--- src/rtl/opfetch_pkg.sv ---
// Shared types and constants for the operand fetch stage: widths, FSM states,
// B-path shift encodings and the captured issue request.
package opfetch_pkg;
    localparam int DATA_W = 16;
    localparam int NREG   = 8;
    localparam int AW     = $clog2(NREG);

    typedef enum logic [1:0] {
        IDLE   = 2'd0,
        READ_A = 2'd1,
        READ_B = 2'd2,
        HOLD   = 2'd3
    } state_t;

    localparam logic [1:0] SH_NONE = 2'b00;
    localparam logic [1:0] SH_LSL  = 2'b01;
    localparam logic [1:0] SH_LSR  = 2'b10;
    localparam logic [1:0] SH_ASR  = 2'b11;

    typedef struct packed {
        logic [AW-1:0]     rn;
        logic [AW-1:0]     rm;
        logic [1:0]        shift;
        logic              asel;
        logic              bsel;
        logic [DATA_W-1:0] sximm5;
        logic [1:0]        alu_op;
    } req_t;

    // Single-bit shifts; the bit shifted out is dropped.
    function automatic logic [DATA_W-1:0] shift_b(input logic [DATA_W-1:0] b,
                                                  input logic [1:0] sh);
        case (sh)
            SH_LSL:  shift_b = {b[DATA_W-2:0], 1'b0};
            SH_LSR:  shift_b = {1'b0, b[DATA_W-1:1]};
            SH_ASR:  shift_b = {b[DATA_W-1], b[DATA_W-1:1]};
            default: shift_b = b;
        endcase
    endfunction
endpackage

--- src/rtl/regfile.sv ---
// General-purpose register file: one write port, one combinational read port.
// Optional write-through on the read port under OPFETCH_BYPASS_EN.
module regfile
    import opfetch_pkg::*;
(
    input  logic              clk,
    input  logic              reset,
    input  logic              we,
    input  logic [AW-1:0]     waddr,
    input  logic [DATA_W-1:0] wdata,
    input  logic [AW-1:0]     raddr,
    output logic [DATA_W-1:0] rdata
);
    logic [NREG-1:0][DATA_W-1:0] mem;

    always_ff @(posedge clk or posedge reset) begin
        if (reset)
            mem <= '0;
        else if (we)
            mem[waddr] <= wdata;
    end

`ifdef OPFETCH_BYPASS_EN
    assign rdata = (we && (waddr == raddr)) ? wdata : mem[raddr];
`else
    assign rdata = mem[raddr];
`endif
endmodule

--- src/rtl/operand_fetch.sv ---
// Operand fetch stage: reads Rn then Rm over two cycles through one read port,
// applies B shifter and source muxes, and holds Ain/Bin/alu_op under valid/ready.
// Build option: OPFETCH_BYPASS_EN enables register-file write-through on reads.
module operand_fetch
    import opfetch_pkg::*;
(
    input  logic              clk,
    input  logic              reset,
    input  logic              issue_valid,
    output logic              issue_ready,
    input  logic [AW-1:0]     rn,
    input  logic [AW-1:0]     rm,
    input  logic [1:0]        shift,
    input  logic              asel,
    input  logic              bsel,
    input  logic [DATA_W-1:0] sximm5,
    input  logic [1:0]        alu_op_in,
    input  logic              wb_en,
    input  logic [AW-1:0]     wb_reg,
    input  logic [DATA_W-1:0] wb_data,
    output logic [DATA_W-1:0] Ain,
    output logic [DATA_W-1:0] Bin,
    output logic [1:0]        alu_op,
    output logic              out_valid,
    input  logic              out_ready
);
    state_t            state;
    req_t              req_q;
    logic [DATA_W-1:0] a_q, b_q;
    logic [AW-1:0]     raddr;
    logic [DATA_W-1:0] rdata;

    regfile u_rf (
        .clk   (clk),
        .reset (reset),
        .we    (wb_en),
        .waddr (wb_reg),
        .wdata (wb_data),
        .raddr (raddr),
        .rdata (rdata)
    );

    assign raddr = (state == READ_B) ? req_q.rm : req_q.rn;

    always_ff @(posedge clk or posedge reset) begin
        if (reset) begin
            state <= IDLE;
            req_q <= '0;
            a_q   <= '0;
            b_q   <= '0;
        end else begin
            case (state)
                IDLE: if (issue_valid) begin
                    req_q <= '{rn: rn, rm: rm, shift: shift, asel: asel, bsel: bsel,
                               sximm5: sximm5, alu_op: alu_op_in};
                    state <= READ_A;
                end
                // A is read even when asel masks it, keeping the cadence fixed.
                READ_A: begin
                    a_q   <= rdata;
                    state <= READ_B;
                end
                READ_B: begin
                    b_q   <= rdata;
                    state <= HOLD;
                end
                HOLD: if (out_ready) state <= IDLE;
                default: state <= IDLE;
            endcase
        end
    end

    // Outputs derive only from latched state, so they stay stable through HOLD.
    assign issue_ready = (state == IDLE);
    assign out_valid   = (state == HOLD);
    assign alu_op      = req_q.alu_op;
    assign Ain         = req_q.asel ? '0 : a_q;
    assign Bin         = req_q.bsel ? req_q.sximm5 : shift_b(b_q, req_q.shift);
endmodule

--- config.mk ---
export PLATFORM = sky130hd
export DESIGN_NAME = operand_fetch
export DESIGN_NICKNAME = d
export VERILOG_FILES = /design/src/rtl/opfetch_pkg.sv /design/src/rtl/regfile.sv /design/src/rtl/operand_fetch.sv
export SDC_FILE = /design/constraint.sdc
export NUM_CORES = 1
export LEC_CHECK = 0
export CELL_PAD_IN_SITES_DETAIL_PLACEMENT = 1
export CELL_PAD_IN_SITES_GLOBAL_PLACEMENT = 2
export CORE_MARGIN = 2
export CORE_UTILIZATION = 35
export CTS_CLUSTER_DIAMETER = 60
export DETAILED_ROUTE_END_ITERATION = 8
export PLACE_DENSITY_LB_ADDON = 0.3
export SLEW_MARGIN = 20
export SYNTH_ARGS = -nofsm -noshare
export SYNTH_HDL_FRONTEND = slang
export SYNTH_SLANG_ARGS = --single-unit
--- constraint.sdc ---
create_clock -name clk -period 5.55 [get_ports clk]
set_input_delay 0.555 -clock clk [delete_from_list [all_inputs] [get_ports clk]]
set_output_delay 0.555 -clock clk [all_outputs]
set_load 0.005 [all_outputs]
==> reports/metrics.cfg <==
[status]
run_status = finished, final reports clean

[logic_synthesis]
synth.area.mux_share_pct = 20.31
synth_area_um2 = 9560
yosys.area_share.simple_pct = 13.95
synth_top_area_share_pct = 49.73
ys.flop_type = dfrtp_1
synth_edf_count = 0
synthArstFlopShare_pct = 100.0
synth_nets = 920
yosysSeqAreaShare_pct = 49.73
synth_top_family_by_area = multiplexers
synth_cell_types = 44
syn_inst = 864
synth.avg_cell_area_um2 = 11.07
synth_largest_area_cell = dfrtp_1
synth_area_leaders = dfrtp_1 50%, mux2_2 18%, nor2b_1 3.3%
post_synth_fa_ha_maj_area_fraction_pct = 0.5235
synth_compound_area_share_pct = 11.96
yosys.area_share.xor_xnor_pct = 0
synth-warning-count = 0
ys_seq_elements = 190

[critical_path]
end_kind = flop
worstRegToRegCells = 7
r2r-end = b_q[12]
cp_slowest_cell = nand2b_1
cp.arrival_ns = 3.66
r2r_start = state[0]
path_cells = inv_1 -> ha_1 -> nand2b_1 -> nand2_2 -> a21o_1 -> a222oi_1 -> o221ai_1
startpoint_type = flop
ff2ff_setup_slack_ns = 2.17
critPathMaxFanout = 19
crit_type = flop to flop
critPathRequiredTime_ns = 5.83
cp_slowest_stage_delay_ns = 0.81

[die]
core_um2 = 26880
pin_count = 88
dieArea_um2 = 28650
rows = 60
fp.dieW_um = 169.3
die_y_um = 169.3
start_util_pct = 35.57

[finish]
final_cell_mix = 190 x dfrtp_1, 154 x mux2_2, 87 x clkdlybuf4s50_1
drive_gt1_share_pct = 22.29
regArea_um2 = 4755
areaGrowthSynthToFinish_pct = 17.46
mostFrequentLayoutCell = dfrtp_1
multi_input_area_um2 = 4469
finalNetCount = 977
n_antenna_cell = 0
final_core_util_pct = 41.78
nFillCells = 2903

[clocking]
numCtsBuffers = 17
cts-root-buf = clkbuf_16
cts_max_path_buffers = 2
cts_tree = done
worst_skew_pair.late_latency_ns = 0.44
cts_htree_levels = 4
ctsResizeCount = 0
post_cts_buffers = 0
clk_pin_slew_ns = 0.07
postCtsHoldBufs = 0
cts_sinks = 190

[global_routing]
grt_max_degree = 114
antenna_found_initial = 0
grt_remaining_overflow = 0
first_global_vias = 7280
grt_pass1_wl_um = 43700
grt_usage_pct = 20.03

[timing]
drv_slew = 0
final_hold_viol_count = 0
period_needed_ns = 3.381
rsz0062_at_grt = no
tightest_slew_ns = 1.047
fin_crit_sh_pct = 60.93
tns_ns = 0
max_freq_ghz = 0.2957
finalSetupViolations = 0
max_slew_margin_pct = 30.00
skew_ns = 0.008928

[detailed_routing]
finalWirelength_um = 27850
ant_nets = 0
firstDrtPassIters = 7
wire_per_inst_um = 21.86
avgViaCountPerCell = 5.531
first_iter_violations = 555
drc = 0
dr_total_vias = 7046

[power]
peakVddDrop_uv = 274.8
p_leak_uw = 0.004636
cellPowerDensity_nw_per_um2 = 573.7

[job]
maxCapViolCount = 0

[placement]
dp_hpwl_um = 18100
port_buffers = 87
place.gp.congestion = 0.7793

[hold_path]
hold_class = input port to asynchronous set/reset pin

## report_power, final
part	leakage (uW)	internal, uW	switching (uW)
Sequential	0.00230	1810	413
Clock	0.000275	675	550
Combinational	0.00206	1350	1650
Total	0.00464	3830	2610
## cell usage after synthesis (all sizes together) (3+ instances only)
| cell type | number |
|---|---|
| a21o | 15 |
| a21oi | 34 |
| a222oi | 15 |
| buf | 35 |
| clkbuf | 26 |
| dfrtp | 190 |
| ha | 4 |
| inv | 5 |
| mux2 | 158 |
| mux2i | 15 |
| nand2 | 67 |
| nand2b | 35 |
| nand4b | 3 |
| nor2 | 80 |
| nor2b | 51 |
| nor3 | 3 |
| nor3b | 3 |
| o21ai | 18 |
| o221ai | 30 |
| o22ai | 47 |
| or3 | 16 |
## how the worst max path moves through the flow
stage / end / depth (start not counted) / start
after floorplan: a_q[0] / 1 / reset
after global placement: a_q[7] / 7 / state[0]
after detailed placement: a_q[7] / 7 / state[0]
after CTS: a_q[6] / 7 / state[0]
after global routing: a_q[5] / 7 / state[0]
final: b_q[12] / 7 / state[0]
## per-layer routing
| layer | vias up | part of all wire (%) | global-route usage [%] |
|---|---|---|---|
| li1 | 3224 | - | - |
| met3 | 30 | 2.7 | 2.449 |
| met2 | 152 | 45 | 31.68 |
| met4 | 0 | 1.5 | 5.648 |
| met5 | - | 0 | 0 |
| met1 | 3640 | 50 | 28.99 |
## layout make-up
cell class | instances | area share, %
clock buffers | 18 | 3.911
clock inverters | 13 | 1.248
inverters | 5 | 0.2006
multi-input cells | 608 | 39.80
flip-flops and latches | 190 | 42.34
well taps | 341 | 3.799
repair buffers | 99 | 8.702
## worst max-delay path: cells and delay by family, from the launching register on
kind / cells / cell delay, ns
adders and majority gates: 1 / 0.50
AOI/OAI and AO/OA: 3 / 0.89
buffers and inverters: 1 / 0.10
and+or+nand+nor: 2 / 1.30
DFF: 1 / 0.41
## sequential cells by signal (all words and copies together) (netlist names)
signal	cells
alu_op	2
req_q	26
a_q	16
b_q	16
state	2
u_rf.mem	128
## per-stage QoR
| step | instance area, um^2 | worst slack (ns) | power (uW) | hold WS, ns | cells |
|---|---|---|---|---|---|
| 5_1_grt | 11230 | 1.857 | 6878 | 0.4053 | 1274 |
| 4_1_cts | 11230 | 2.144 | 6487 | 0.3783 | 1274 |
| 3_3_place_gp | 10640 | 2.276 | 5167 | 0.4732 | 1242 |
| 2_1_floorplan | 9564 | 2.547 | 4161 | 0.4556 | 864 |
| 6_report | 11230 | 2.169 | 6442 | 0.3883 | 1274 |
| 3_5_place_dp | 10650 | 2.140 | 5248 | 0.4751 | 1243 |
## logic make-up (layout without fill, tap and decap cells)
family	after synthesis	after routing
compound gates	166	166
fa+ha+maj	4	4
buf+inv	66	135
flops	190	190
mux	173	173
simple gates	265	265
Power figures use the tool's default switching activity.
